==> config.mk <==
export PLATFORM = sky130hd
export DESIGN_NAME = pcie_dll_tx_seq
export DESIGN_NICKNAME = d
export VERILOG_FILES = /design/src/rtl/pcie_dll_tx_seq.sv
export SDC_FILE = /design/constraint.sdc
export NUM_CORES = 2
export LEC_CHECK = 0
export BUFFER_PORTS_ARGS = -buffer_cell sky130_fd_sc_hd__buf_2
export CORE_AREA = 2 2 413 415
export DETAILED_ROUTE_END_ITERATION = 12
export DIE_AREA = 0 0 415 417
export GPL_ROUTABILITY_DRIVEN = 1
export PLACE_DENSITY_LB_ADDON = 0.05
export SLEW_MARGIN = 20
export SYNTH_ARGS = -nofsm -noshare
export SYNTH_HDL_FRONTEND = slang
export SYNTH_SLANG_ARGS = --single-unit
==> constraint.sdc <==
create_clock -name clk -period 19.7 [get_ports clk]
set_input_delay 3.94 -clock clk [delete_from_list [all_inputs] [get_ports clk]]
set_output_delay 3.94 -clock clk [all_outputs]
set_load 0.05 [all_outputs]
==> src/rtl/pcie_dll_tx_seq.sv <==
// DLL transmit sequencer: checks TLP framing, tags beats with a 12-bit sequence number and
// buffers them toward the link. Optional error counter enabled by macro PCIE_DLL_TX_ERR_CNT_EN.
module pcie_dll_tx_seq #(
  parameter int DATA_WIDTH       = 256,
  parameter int TLP_HEADER_WIDTH = 128,
  parameter int FIFO_DEPTH       = 4
) (
  input  logic                        clk,
  input  logic                        rst_n,
  input  logic                        tx_valid,
  input  logic [TLP_HEADER_WIDTH-1:0] tx_header,
  input  logic [DATA_WIDTH-1:0]       tx_data,
  input  logic                        tx_sop,
  input  logic                        tx_eop,
  output logic                        tx_ready,
  output logic                        dl_valid,
  output logic [TLP_HEADER_WIDTH-1:0] dl_header,
  output logic [DATA_WIDTH-1:0]       dl_data,
  output logic                        dl_sop,
  output logic                        dl_eop,
  output logic [11:0]                 dl_seq,
  input  logic                        dl_ready,
  output logic                        proto_err
`ifdef PCIE_DLL_TX_ERR_CNT_EN
  ,
  output logic [7:0]                  err_cnt
`endif
);

  localparam int PTR_W = $clog2(FIFO_DEPTH);
  localparam int CNT_W = PTR_W + 1;
  localparam logic [CNT_W-1:0] DEPTH_C = CNT_W'(FIFO_DEPTH);
  localparam logic [CNT_W-1:0] CNT_ONE = {{(CNT_W-1){1'b0}}, 1'b1};
  localparam logic [PTR_W-1:0] PTR_ONE = {{(PTR_W-1){1'b0}}, 1'b1};

  typedef enum logic [0:0] {
    IDLE   = 1'b0,
    IN_PKT = 1'b1
  } state_t;

  state_t                      state_r;
  state_t                      state_nxt_s;
  logic [11:0]                 next_seq_r;
  logic [11:0]                 cur_seq_r;
  logic [11:0]                 tag_seq_s;
  logic                        proto_err_r;

  logic [TLP_HEADER_WIDTH-1:0] hdr_mem_r  [FIFO_DEPTH];
  logic [DATA_WIDTH-1:0]       data_mem_r [FIFO_DEPTH];
  logic                        sop_mem_r  [FIFO_DEPTH];
  logic                        eop_mem_r  [FIFO_DEPTH];
  logic [11:0]                 seq_mem_r  [FIFO_DEPTH];
  logic [PTR_W-1:0]            wr_ptr_r;
  logic [PTR_W-1:0]            rd_ptr_r;
  logic [CNT_W-1:0]            mem_cnt_r;
  logic [CNT_W-1:0]            mem_cnt_nxt_s;
  logic [CNT_W-1:0]            occ_nxt_s;

  logic                        tx_ready_r;
  logic                        dl_valid_r;
  logic [TLP_HEADER_WIDTH-1:0] dl_header_r;
  logic [DATA_WIDTH-1:0]       dl_data_r;
  logic                        dl_sop_r;
  logic                        dl_eop_r;
  logic [11:0]                 dl_seq_r;

  logic accept_s;
  logic pop_s;
  logic out_free_s;
  logic keep_s;
  logic err_s;
  logic mem_empty_s;
  logic mem_rd_s;
  logic mem_wr_s;
  logic bypass_s;
  logic out_valid_nxt_s;

  // The dl_* registers act as the queue head; the memory holds the beats queued behind it,
  // so total occupancy is mem_cnt_r plus dl_valid_r.
  always_comb begin
    accept_s    = tx_valid & tx_ready_r;
    pop_s       = dl_valid_r & dl_ready;
    out_free_s  = ~dl_valid_r | pop_s;
    keep_s      = 1'b0;
    err_s       = 1'b0;
    tag_seq_s   = cur_seq_r;
    state_nxt_s = state_r;
    if (accept_s) begin
      case (state_r)
        IDLE: begin
          if (tx_sop) begin
            keep_s      = 1'b1;
            tag_seq_s   = next_seq_r;
            state_nxt_s = tx_eop ? IDLE : IN_PKT;
          end else begin
            err_s = 1'b1;
          end
        end
        IN_PKT: begin
          keep_s      = 1'b1;
          state_nxt_s = tx_eop ? IDLE : IN_PKT;
          if (tx_sop) begin
            err_s     = 1'b1;
            tag_seq_s = next_seq_r;
          end else begin
            tag_seq_s = cur_seq_r;
          end
        end
        default: begin
          keep_s      = 1'b0;
          err_s       = 1'b0;
          state_nxt_s = IDLE;
        end
      endcase
    end else begin
      keep_s = 1'b0;
    end

    mem_empty_s     = (mem_cnt_r == {CNT_W{1'b0}});
    mem_rd_s        = out_free_s & ~mem_empty_s;
    bypass_s        = out_free_s & mem_empty_s & keep_s;
    mem_wr_s        = keep_s & ~bypass_s;
    out_valid_nxt_s = out_free_s ? (mem_rd_s | bypass_s) : 1'b1;

    if (mem_wr_s && !mem_rd_s) begin
      mem_cnt_nxt_s = mem_cnt_r + CNT_ONE;
    end else if (!mem_wr_s && mem_rd_s) begin
      mem_cnt_nxt_s = mem_cnt_r - CNT_ONE;
    end else begin
      mem_cnt_nxt_s = mem_cnt_r;
    end
    occ_nxt_s = mem_cnt_nxt_s + {{(CNT_W-1){1'b0}}, out_valid_nxt_s};
  end

  // Input framing FSM, sequence numbering and protocol error pulse
  always_ff @(posedge clk) begin
    if (!rst_n) begin
      state_r     <= IDLE;
      next_seq_r  <= 12'd0;
      cur_seq_r   <= 12'd0;
      proto_err_r <= 1'b0;
    end else begin
      state_r     <= state_nxt_s;
      proto_err_r <= err_s;
      if (keep_s && tx_sop) begin
        next_seq_r <= next_seq_r + 12'd1;
        cur_seq_r  <= next_seq_r;
      end
    end
  end

  // Beat storage; contents are only meaningful between the pointers
  always_ff @(posedge clk) begin
    if (mem_wr_s) begin
      hdr_mem_r[wr_ptr_r]  <= tx_header;
      data_mem_r[wr_ptr_r] <= tx_data;
      sop_mem_r[wr_ptr_r]  <= tx_sop;
      eop_mem_r[wr_ptr_r]  <= tx_eop;
      seq_mem_r[wr_ptr_r]  <= tag_seq_s;
    end
  end

  // Queue pointers, registered ready and the output head register
  always_ff @(posedge clk) begin
    if (!rst_n) begin
      wr_ptr_r    <= {PTR_W{1'b0}};
      rd_ptr_r    <= {PTR_W{1'b0}};
      mem_cnt_r   <= {CNT_W{1'b0}};
      tx_ready_r  <= 1'b0;
      dl_valid_r  <= 1'b0;
      dl_header_r <= {TLP_HEADER_WIDTH{1'b0}};
      dl_data_r   <= {DATA_WIDTH{1'b0}};
      dl_sop_r    <= 1'b0;
      dl_eop_r    <= 1'b0;
      dl_seq_r    <= 12'd0;
    end else begin
      mem_cnt_r  <= mem_cnt_nxt_s;
      tx_ready_r <= (occ_nxt_s < DEPTH_C);
      dl_valid_r <= out_valid_nxt_s;
      if (mem_wr_s) begin
        wr_ptr_r <= wr_ptr_r + PTR_ONE;
      end
      if (mem_rd_s) begin
        rd_ptr_r    <= rd_ptr_r + PTR_ONE;
        dl_header_r <= hdr_mem_r[rd_ptr_r];
        dl_data_r   <= data_mem_r[rd_ptr_r];
        dl_sop_r    <= sop_mem_r[rd_ptr_r];
        dl_eop_r    <= eop_mem_r[rd_ptr_r];
        dl_seq_r    <= seq_mem_r[rd_ptr_r];
      end else if (bypass_s) begin
        dl_header_r <= tx_header;
        dl_data_r   <= tx_data;
        dl_sop_r    <= tx_sop;
        dl_eop_r    <= tx_eop;
        dl_seq_r    <= tag_seq_s;
      end
    end
  end

`ifdef PCIE_DLL_TX_ERR_CNT_EN
  logic [7:0] err_cnt_r;

  // Saturating count of framing errors, stepped alongside each proto_err pulse
  always_ff @(posedge clk) begin
    if (!rst_n) begin
      err_cnt_r <= 8'd0;
    end else if (err_s && (err_cnt_r != 8'd255)) begin
      err_cnt_r <= err_cnt_r + 8'd1;
    end
  end

  assign err_cnt = err_cnt_r;
`endif

  assign tx_ready  = tx_ready_r;
  assign dl_valid  = dl_valid_r;
  assign dl_header = dl_header_r;
  assign dl_data   = dl_data_r;
  assign dl_sop    = dl_sop_r;
  assign dl_eop    = dl_eop_r;
  assign dl_seq    = dl_seq_r;
  assign proto_err = proto_err_r;

endmodule

==> impl_metrics.tcl <==
set metrics [dict create \
    rsz0062_at_grt "false" \
    dieHeight_um 417 \
    p_sw_uw 4840 \
    grt_max_degree 218 \
    io_buffers 790 \
    cts_repair_resize_count 0 \
    synthesis.nets 4902 \
    synth.area.mux_share_pct 12.0 \
    worstSetupStartpointType "input port" \
    critPathRequiredTime_ns 20.14 \
    synthDistinctLibCells 41 \
    grt_first_pass_wirelength_mm 283 \
    wl_per_cell_um 25.0 \
    cts_setup_buffers 0 \
    crit_arrival_ns 8.91 \
    grt_pass1_vias 42100 \
    max_freq_ghz 0.118 \
    crit_buf_inv 5 \
    gr-total-overflow 0 \
    ant_nets 0 \
    wl_mm 192 \
    tightest_slew_ns 1.15 \
    fin_util_pct 52.3 \
    max_stage_delay_ns 0.86 \
    area_growth_pct 16.9 \
    vias 42300 \
    seq_area_frac_synth_pct 74.9 \
    antenna_found_initial 75 \
    pwr-share-clk_pct 29.2 \
    cell_internal_pwr_uw 8500 \
    endpoint_kind "register" \
    cts.clk_slew.worst_paths_ns 0.06 \
    clockBufferDepth 3 \
    dp_hpwl_mm 112 \
    synth_xor_area_share_pct 0.163 \
    ys_warn_count 0 \
    fin_setup_tns_ns 0 \
    cp_top_family "buffers and inverters" \
    synth_compound_area_share_pct 6.18 \
    synth-edff-count 1592 \
    synth_top_family_by_area "multiplexers" \
    status "finished clean" \
    hold_viol 0 \
    multiInputGateArea_sq_mm 0.0175 \
    synthFlopType "edfxtp_1" \
    cts_tree "yes" \
    syn_area_sq_mm 0.0754 \
    row_count 151 \
    yosysTopAreaCell "edfxtp_1" \
    min_path_type "register to register" \
    p_seq_share_pct 39.4 \
    n_fill_cell 13900 \
    cts_buffers 210 \
    drive_gt1_share_pct 28.9 \
    drc_errors 0 \
    first_pass_iters 7 \
    path_max_fanout 57 \
    async_flop_share_pct 0 \
    synthCells 4503 \
    p_sw_share_pct 36.3 \
    worstSetupPathType "input port to register" \
    p_comb_share_pct 31.4 \
    synthSimpleGateAreaFrac_pct 4.58 \
    yosys.area_share.adder_pct 0.149 \
    grtUsageTotal_pct 21.9 \
    cts_max_level 4 \
    finalCritPeriodShare_pct 43.0 \
    place.gp.congestion 0.749 \
    ios 791 \
    initial_core_util_pct 44.8 \
    power_density_mw_per_mm2 151 \
    min_period_ns 8.47 \
    synth_top_area_share_pct 63.4 \
    drt-vias-per-instance 5.51 \
    cpMostUsedCell "buf_4" \
    synth.avg_cell_area_sq_um 16.8 \
    cts_sinks 2027 \
    ys_ff_latch 2027 \
    die_area_sq_mm 0.173 \
    holdBufCountCts 0 \
    peakVddDrop_mv 0.133 \
    crit_chain "buf_2 > nor2b_1 > nor2_1 > nor2_1 > and2_4 > buf_4 > buf_4 > buf_4 > buf_4" \
    fp.coreArea_sq_mm 0.169 \
    drv_slew 0 \
    die_w_um 415 \
    crit_slowest_cell "buf_4" \
    slew_headroom_pct 23.3 \
    root_buffer "clkbuf_16" \
    nNetsFinal 5646 \
    clk_latency_ns 0.83 \
    drt-initial-drc-count 2864 \
    synthTopCellsByArea "edfxtp_1 63%, mux4_2 12%, dfxtp_1 12%, nand2_1 4.1%, a31oi_1 3.3%" \
    cap_violations 0 \
    power_leakage_uw 0.0304 \
    skew_ns 0.0338 \
    finalSetupViolations 0 \
    power.total_uw 13300 \
    seqCellArea_sq_mm 0.0565 \
]
[synth_stat cells, drive strengths merged, types with 9 or more instances]
master / count
dfxtp: 435
ha: 9
o21ai: 406
mux4: 398
mux2: 9
a21oi: 22
buf: 155
clkbuf: 163
edfxtp: 1592
nor2: 20
nand2: 832
xnor2: 10
a31oi: 398
inv: 10
[per-stage QoR]
stage	instance area, sq um	cells	hold slack (ns)	setup WS [ns]
CTS	88100	7648	0.455	11.21
detailed placement	81300	7253	0.447	10.32
global route	88200	7661	0.478	10.97
finish	88200	7670	0.451	11.23
global placement	81300	7253	0.438	10.26
floorplan	75400	4503	0.431	5.10
[power groups by stage]
| stage | sequential [uW] | clock, uW | combinational (uW) |
|---|---|---|---|
| floorplan | 6300 | 0 | 2140 |
| global placement | 5350 | 0 | 4240 |
| detailed placement | 5350 | 0 | 4250 |
| CTS | 5270 | 3990 | 4270 |
| global route | 5300 | 4150 | 4530 |
| finish | 5260 | 3890 | 4190 |
[cell families (layout without fill, tap and decap cells)]
group | count (synthesis) | in the layout
flip-flops | 2027 | 2027
AND/OR/NAND/NOR | 888 | 888
AO/OA/AOI/OAI | 829 | 829
multiplexers | 408 | 408
buffers and inverters | 328 | 1255
XOR/XNOR | 14 | 14
adder cells (fa/ha/maj) | 9 | 9
other | 0 | 22
[cell type report]
class	instances	share of cell area (%)
inverter	10	0.0426
clock buffer	339	7.10
multi-input combinational	2148	19.8
timing repair buffer	850	5.14
clock inverter	56	0.620
tap	2218	3.15
sequential	2027	64.1
antenna	22	0.0624
[state kept, by name, summed over array words and instances (netlist names), named ones only]
register	cells
rd_ptr_r	2
tx_ready	1
cur_seq_r	12
state_r	1
sop_mem_r	4
next_seq_r	12
hdr_mem_r	512
dl_valid	1
eop_mem_r	4
wr_ptr_r	2
dl_eop	1
proto_err	1
dl_seq	12
mem_cnt_r	3
dl_data	256
seq_mem_r	48
dl_header	128
data_mem_r	1024
dl_sop	1
[cells in the final DEF (no fill, tap or decap), types with 5 or more instances in the layout]
| master | synthesis | final |
|---|---|---|
| a21oi_1 | 20 | 20 |
| a31oi_1 | 398 | 398 |
| buf_12 | 0 | 9 |
| buf_2 | 110 | 789 |
| buf_4 | 28 | 49 |
| bufinv_16 | 0 | 10 |
| clkbuf_1 | 163 | 86 |
| clkbuf_16 | 0 | 218 |
| clkbuf_8 | 0 | 35 |
| clkinv_1 | 0 | 12 |
| clkinv_2 | 0 | 26 |
| dfxtp_1 | 435 | 433 |
| diode_2 | 0 | 22 |
| edfxtp_1 | 1592 | 1592 |
| ha_1 | 9 | 9 |
| inv_1 | 10 | 9 |
| inv_6 | 0 | 5 |
| mux2_2 | 9 | 9 |
| mux4_2 | 398 | 398 |
| nand2_1 | 832 | 831 |
| nand3_1 | 5 | 5 |
| nor2_1 | 19 | 19 |
| o21ai_0 | 299 | 299 |
| o21ai_1 | 107 | 107 |
| xnor2_1 | 10 | 10 |
[metal layers]
layer / routed length, um / share of wire [%] / GRT usage [%]
met3: 10500 / 5.4 / 4.99
met5: 365 / 0.19 / 0
met2: 96000 / 50 / 36.4
met1: 77100 / 40 / 27.6
met4: 8160 / 4.2 / 9.77
[worst reg2reg max path, stage by stage (launching register included)]
cell and delay, ns:
dfxtp_1 0.36, nor2b_1 0.58, nor2_1 0.16, nor2_1 0.38, and2_4 0.48, buf_4 0.74, buf_4 0.95, buf_4 0.81
buf_4 0.71
[final timing paths]
check | endpoint | slack, ns | from | cells past startpoint
max | data_mem_r[3][136] | 11.23 | dl_ready | 9
min | cur_seq_r[11] | 0.45 | cur_seq_r[11] | 2
max reg2reg | data_mem_r[3][136] | 14.11 | dl_valid | 8
min reg2reg | cur_seq_r[11] | 0.45 | cur_seq_r[11] | 2
Power figures use the tool's default switching activity.
